===== src/rtl/cpu_stage_sequencer.sv =====
// Multi-cycle CPU control sequencer: walks each instruction through
// FETCH/DECODE/EXECUTE/MEMORY/WRITEBACK, drives the datapath strobes, counts
// retired instructions and parks in HALT on ecall, illegal opcode or a data
// memory access that never completes.
module cpu_stage_sequencer #(
  parameter int unsigned MEM_TIMEOUT = 15,
  parameter int unsigned CNT_W       = 32
) (
  input  logic             clk,
  input  logic             reset,
  input  logic [6:0]       opcode,
  input  logic             branch_taken,
  input  logic             mem_ready,
  input  logic             resume,
  output logic             ir_write,
  output logic             pc_write,
  output logic             pc_sel_branch,
  output logic             reg_write,
  output logic             wb_sel_mem,
  output logic             mem_read,
  output logic             mem_write,
  output logic [2:0]       state,
  output logic [1:0]       halt_cause,
  output logic [CNT_W-1:0] retired,
  output logic             retire_pulse
);

  // Wide enough to hold MEM_TIMEOUT itself on the final timed-out cycle.
  localparam int unsigned WaitW = $clog2(MEM_TIMEOUT + 1);

  typedef enum logic [2:0] {
    StFetch     = 3'd0,
    StDecode    = 3'd1,
    StExecute   = 3'd2,
    StMemory    = 3'd3,
    StWriteback = 3'd4,
    StHalt      = 3'd5
  } state_e;

  typedef enum logic [2:0] {
    ClsAluR,
    ClsAluI,
    ClsLoad,
    ClsStore,
    ClsBranch,
    ClsEcall,
    ClsIllegal
  } cls_e;

  localparam logic [1:0] CauseNone    = 2'd0;
  localparam logic [1:0] CauseEcall   = 2'd1;
  localparam logic [1:0] CauseIllegal = 2'd2;
  localparam logic [1:0] CauseTimeout = 2'd3;

  state_e             state_q, state_d;
  cls_e               cls_q, cls_d, dec_cls;
  logic [1:0]         cause_q, cause_d;
  logic [WaitW-1:0]   wait_q, wait_d;
  logic [CNT_W-1:0]   retired_q;

  // Opcode decode; only consumed while in DECODE.
  always_comb begin
    unique case (opcode)
      7'b0110011: dec_cls = ClsAluR;
      7'b0010011: dec_cls = ClsAluI;
      7'b0000011: dec_cls = ClsLoad;
      7'b0100011: dec_cls = ClsStore;
      7'b1100011: dec_cls = ClsBranch;
      7'b1110011: dec_cls = ClsEcall;
      default:    dec_cls = ClsIllegal;
    endcase
  end

  // Next-state and strobe generation from state and registered class.
  always_comb begin
    state_d       = state_q;
    cls_d         = cls_q;
    cause_d       = cause_q;
    wait_d        = wait_q;
    ir_write      = 1'b0;
    pc_write      = 1'b0;
    pc_sel_branch = 1'b0;
    reg_write     = 1'b0;
    wb_sel_mem    = 1'b0;
    mem_read      = 1'b0;
    mem_write     = 1'b0;
    retire_pulse  = 1'b0;
    case (state_q)
      StFetch: begin
        ir_write = 1'b1;
        state_d  = StDecode;
      end
      StDecode: begin
        cls_d = dec_cls;
        if (dec_cls == ClsEcall) begin
          state_d = StHalt;
          cause_d = CauseEcall;
        end else if (dec_cls == ClsIllegal) begin
          state_d = StHalt;
          cause_d = CauseIllegal;
        end else begin
          state_d = StExecute;
        end
      end
      StExecute: begin
        case (cls_q)
          ClsAluR, ClsAluI: state_d = StWriteback;
          ClsLoad, ClsStore: begin
            state_d = StMemory;
            wait_d  = '0;
          end
          ClsBranch: begin
            pc_write      = 1'b1;
            pc_sel_branch = branch_taken;
            retire_pulse  = 1'b1;
            state_d       = StFetch;
          end
          default: begin
            // Halting classes never reach EXECUTE; treat a corrupt class as illegal.
            state_d = StHalt;
            cause_d = CauseIllegal;
          end
        endcase
      end
      StMemory: begin
        mem_read  = (cls_q == ClsLoad);
        mem_write = (cls_q == ClsStore);
        if (mem_ready) begin
          if (cls_q == ClsLoad) begin
            state_d = StWriteback;
          end else begin
            pc_write     = 1'b1;
            retire_pulse = 1'b1;
            state_d      = StFetch;
          end
        end else begin
          wait_d = wait_q + 1'b1;
          // This stall makes MEM_TIMEOUT consecutive not-ready cycles: abort.
          if (wait_q == WaitW'(MEM_TIMEOUT - 1)) begin
            state_d = StHalt;
            cause_d = CauseTimeout;
          end
        end
      end
      StWriteback: begin
        reg_write    = 1'b1;
        wb_sel_mem   = (cls_q == ClsLoad);
        pc_write     = 1'b1;
        retire_pulse = 1'b1;
        state_d      = StFetch;
      end
      StHalt: begin
        if (resume) begin
          state_d = StFetch;
          cause_d = CauseNone;
        end
      end
      default: begin
        // Unused encodings 6-7.
        state_d = StHalt;
        cause_d = CauseIllegal;
      end
    endcase
  end

  // State, class, cause, wait counter and retire counter registers.
  always_ff @(posedge clk) begin
    if (reset) begin
      state_q   <= StFetch;
      cls_q     <= ClsAluR;
      cause_q   <= CauseNone;
      wait_q    <= '0;
      retired_q <= '0;
    end else begin
      state_q <= state_d;
      cls_q   <= cls_d;
      cause_q <= cause_d;
      wait_q  <= wait_d;
      if (retire_pulse) begin
        retired_q <= retired_q + 1'b1;
      end
    end
  end

  assign state      = state_q;
  assign halt_cause = cause_q;
  assign retired    = retired_q;

endmodule

===== config.mk =====
export PLATFORM = sky130hd
export DESIGN_NAME = cpu_stage_sequencer
export DESIGN_NICKNAME = d
export VERILOG_FILES = /design/src/rtl/cpu_stage_sequencer.sv
export SDC_FILE = /design/constraint.sdc
export NUM_CORES = 1
export LEC_CHECK = 0
export CORE_ASPECT_RATIO = 1.25
export CORE_MARGIN = 2
export CORE_UTILIZATION = 54
export CTS_CLUSTER_DIAMETER = 100
export CTS_CLUSTER_SIZE = 20
export DETAILED_ROUTE_END_ITERATION = 8
export PLACE_DENSITY_LB_ADDON = 0.05
export SETUP_SLACK_MARGIN = 0.15
export SYNTH_ARGS = -nofsm -noshare
export SYNTH_HDL_FRONTEND = slang
export SYNTH_SLANG_ARGS = --single-unit

===== constraint.sdc =====
create_clock -name clk -period 2.9 [get_ports clk]
set_input_delay 0.58 -clock clk [delete_from_list [all_inputs] [get_ports clk]]
set_output_delay 0.58 -clock clk [all_outputs]
set_load 0.05 [all_outputs]

==> results.md <==
* Outcome: finished, final reports clean
* Ports at 57
* Max Cap Viol at 0
* Post-Syn Area at 2430 sq um
* # port buffers at 56
* Worst path arrival time at ~2.0 ns
* Asr flop ratio synth at 0
* Highest Clock Rate at 382 MHz
* Die W at approximately 64 um
* # hold bufs at CTS at 0
* Layout cells sized above 1 at 0.0819
* Die H at just under 80 um
* Root Buffer: clkbuf_8
* Worst-Margin Slew at approximately 0.72 ns
* Syn Nets at a little over 300
* Final Cycle Share at 0.902
* Synthesized area per cell at 8.36 sq um
* Crit end category: primary output
* Final nets at ~360
* Area Growth Syn to Fin at 28.4%
* Drt via density at between 5 and 6
* Post-synthesis cell type count at 55
* TritonCTS clock tree: yes
* DR DRC count at 0
* Post-synth EDFFs at 0
* Yosys Warn Count at 0
* FF+latch count, synth at 44
* Post-synth top area cell: dfxtp_1
* CTS Buffer Depth at 2
* CP startpoint kind: register
* GPL Wtd Cong at 0.829
* Relative slew slack at 0.518
* Post-route cell area at 3130 sq um
* Ys flop type: dfxtp_1
* Cell Rows at 27
* Clk_lat worst skew at 0.30 ns
* Hold Path Class: reg2reg
* Min cycle time layout at 2.61 ns
* Largest net degree at the start of global routing at 45
* Max Slew Vio Count at 0
* Worst-path clk slew at 0.08 ns
* Clk_skew at 0.00833 ns
* GRT Total Usage at 0.238
* Die area at 5060 sq um
* Worst path cell trace: or3b_2, and3_1, nor2_2, inv_2, buf_12
* Initial antenna violation count at 0
* H-tree Lvls at 2
* Critical path class: reg2out
* Hpwl dp at 4100 um
* Final Setup Violations at 0
* Vias in the first global route at 2164
* Initial Util at 0.558
* CP Data Required Time at 2.32 ns
* Total power draw at approximately 1.2 mW
* Drt first pass iters at 4
* Total wire length at 5700 um
* First-pass GRT wire length at 9690 um
* Synth area leaders: dfxtp_1, a21oi_1, xnor2_1, nor2_1, o21ai_0
* Worst Path Buf+Inv at 2
* Ant. Diodes at 0
* Total CTS buffers at 5
* Grt total ovfl at 0
* Critical Path Max Stage Delay at between 0.5 and 0.6 ns
* Max VDD drop at between 0.0003 and 0.0004 V
* Worst Path Max Fanout at 7
* Final Hold Viols at 0
* CTS Sinks at 44
* Place WS at 0.324 ns
* Via count at 2320
* Area share of the largest cell type after synthesis at 0.362
* Core ar. at 4360 sq um
* Cell Pwr Density at 392 nW/um^2
* DR WL/cell at between 10 and 15 um
* Crit path max-delay cell type: or3b_2
* Post-Syn Instances at between 200 and 300
* CP delay by family, top: simple AND/OR/NAND/NOR gates
* Lkg Pwr at a little under 1 nW
* Setup WS post-layout at roughly 0.29 ns
* Setup TNS at 0 ns
* Sequential share of the synthesized area at 0.362
* Routed Antenna Nets at 0
* Iteration-0 DRC count of the detailed router at 128
* Dpl cell area at just over 3000 sq um
* RSZ-0062 raised after global routing: no
[worst paths after layout]
kind / end / cells past startpoint / start / slack (ns)
min: halt_cause[1] / 2 / halt_cause[1] / 0.47
min reg2reg: halt_cause[1] / 2 / halt_cause[1] / 0.47
max: retire_pulse / 5 / cls_q[0] / 0.29
max reg2reg: retired[25] / 5 / state[0] / 0.58
[Yosys cell counts (2+ instances only)]
master and number:
nor4_1 2, a2111oi_0 2, a221oi_1 5, xor2_1 4
mux2i_1 2, a21oi_1 26, a211o_1 2, or3_1 10
nor3_1 5, inv_1 10, or4_1 5, clkbuf_1 7
nand4_1 5, o22ai_1 2, nand2b_1 5, nand2_1 21
and2_1 2, nor2_1 27, nand3b_1 3, and4_1 5
nand3_1 13, nor2b_1 2, o21ai_0 16, o2111ai_1 3
dfxtp_1 44, a31oi_1 2, xnor2_1 14, ha_1 3
nor3b_1 2, a2111oi_2 3, o31ai_1 5, a211oi_1 4
and3_1 4, buf_4 2, buf_2 4
[power by group]
| part | switching (mW) | internal [mW] | leakage, nW |
|---|---|---|---|
| sequential | 0.0225 | 0.616 | 0.356 |
| clock | 0.201 | 0.194 | 0.0455 |
| combinational | 0.115 | 0.0762 | 0.581 |
| total | 0.339 | 0.887 | 0.983 |
[per-layer routing]
metal	wire (um)	GRT usage	vias up
li1	-	-	1173
met1	2460	0.289	1068
met2	2870	0.416	70
met3	271	0.0482	9
met4	97	0.0804	0
met5	0	0	-
[logic make-up after synthesis]
kind of cell    synth area share
fa+ha+maj                 0.0154
buf+inv                   0.0488
simple gates               0.289
mux                      0.00823
flops                      0.362
compound gates             0.212
xor+xnor                  0.0648
[cell type report]
type / instances / area [sq um]
multi-input combinational: 221 / 1440
fill: 362 / 1230
sequential: 44 / 883
timing repair buffer: 59 / 602
clock buffer: 8 / 90.1
tap: 58 / 72.6
inverter: 10 / 37.5
[layout by cell type, fill, tap and decap left out, types with 3 or more instances in the layout]
| cell | count |
|---|---|
| nor3_1 | 5 |
| or4_1 | 5 |
| nand3_1 | 13 |
| a2111oi_2 | 3 |
| and4_1 | 5 |
| nor2_1 | 27 |
| and3_1 | 4 |
| or3_1 | 10 |
| a211oi_1 | 4 |
| dlygate4sd2_1 | 3 |
| nand2_1 | 21 |
| xor2_1 | 4 |
| a221oi_1 | 5 |
| o31ai_1 | 5 |
| inv_1 | 9 |
| clkbuf_8 | 6 |
| nand4_1 | 5 |
| nand2b_1 | 5 |
| dfxtp_1 | 42 |
| buf_4 | 3 |
| xnor2_1 | 14 |
| nand3b_1 | 3 |
| a21oi_1 | 26 |
| clkdlybuf4s50_1 | 50 |
| o2111ai_1 | 3 |
| ha_1 | 3 |
| o21ai_0 | 16 |
[stage by stage]
step | cells | utilization | hold WS (ns)
2_1_floorplan | 291 | - | 0.519
3_3_place_gp | 392 | 0.697 | 0.459
3_5_place_dp | 392 | 0.697 | 0.460
4_1_cts | 400 | 0.717 | 0.474
5_1_grt | 400 | 0.717 | 0.520
6_report | 400 | 0.717 | 0.473
[registers in the layout, summed over array words and instances, names as in the netlist]
name        count
cls_q           3
halt_cause      2
retired        32
state           3
wait_q          4
[worst min-delay path: cells and delay by family (launching register included)]
| kind | cells | cell delay (ns) |
|---|---|---|
| AO/OA/AOI/OAI | 1 | 0.06 |
| buffers and inverters | 1 | 0.05 |
| flip-flops | 1 | 0.32 |
[what timing repair did]
action / in CTS / in global routing
resized for setup: 4 / 2
setup endpoints to repair: 5 / 3
setup buffers: 0 / 0
Power figures use the tool's default switching activity.
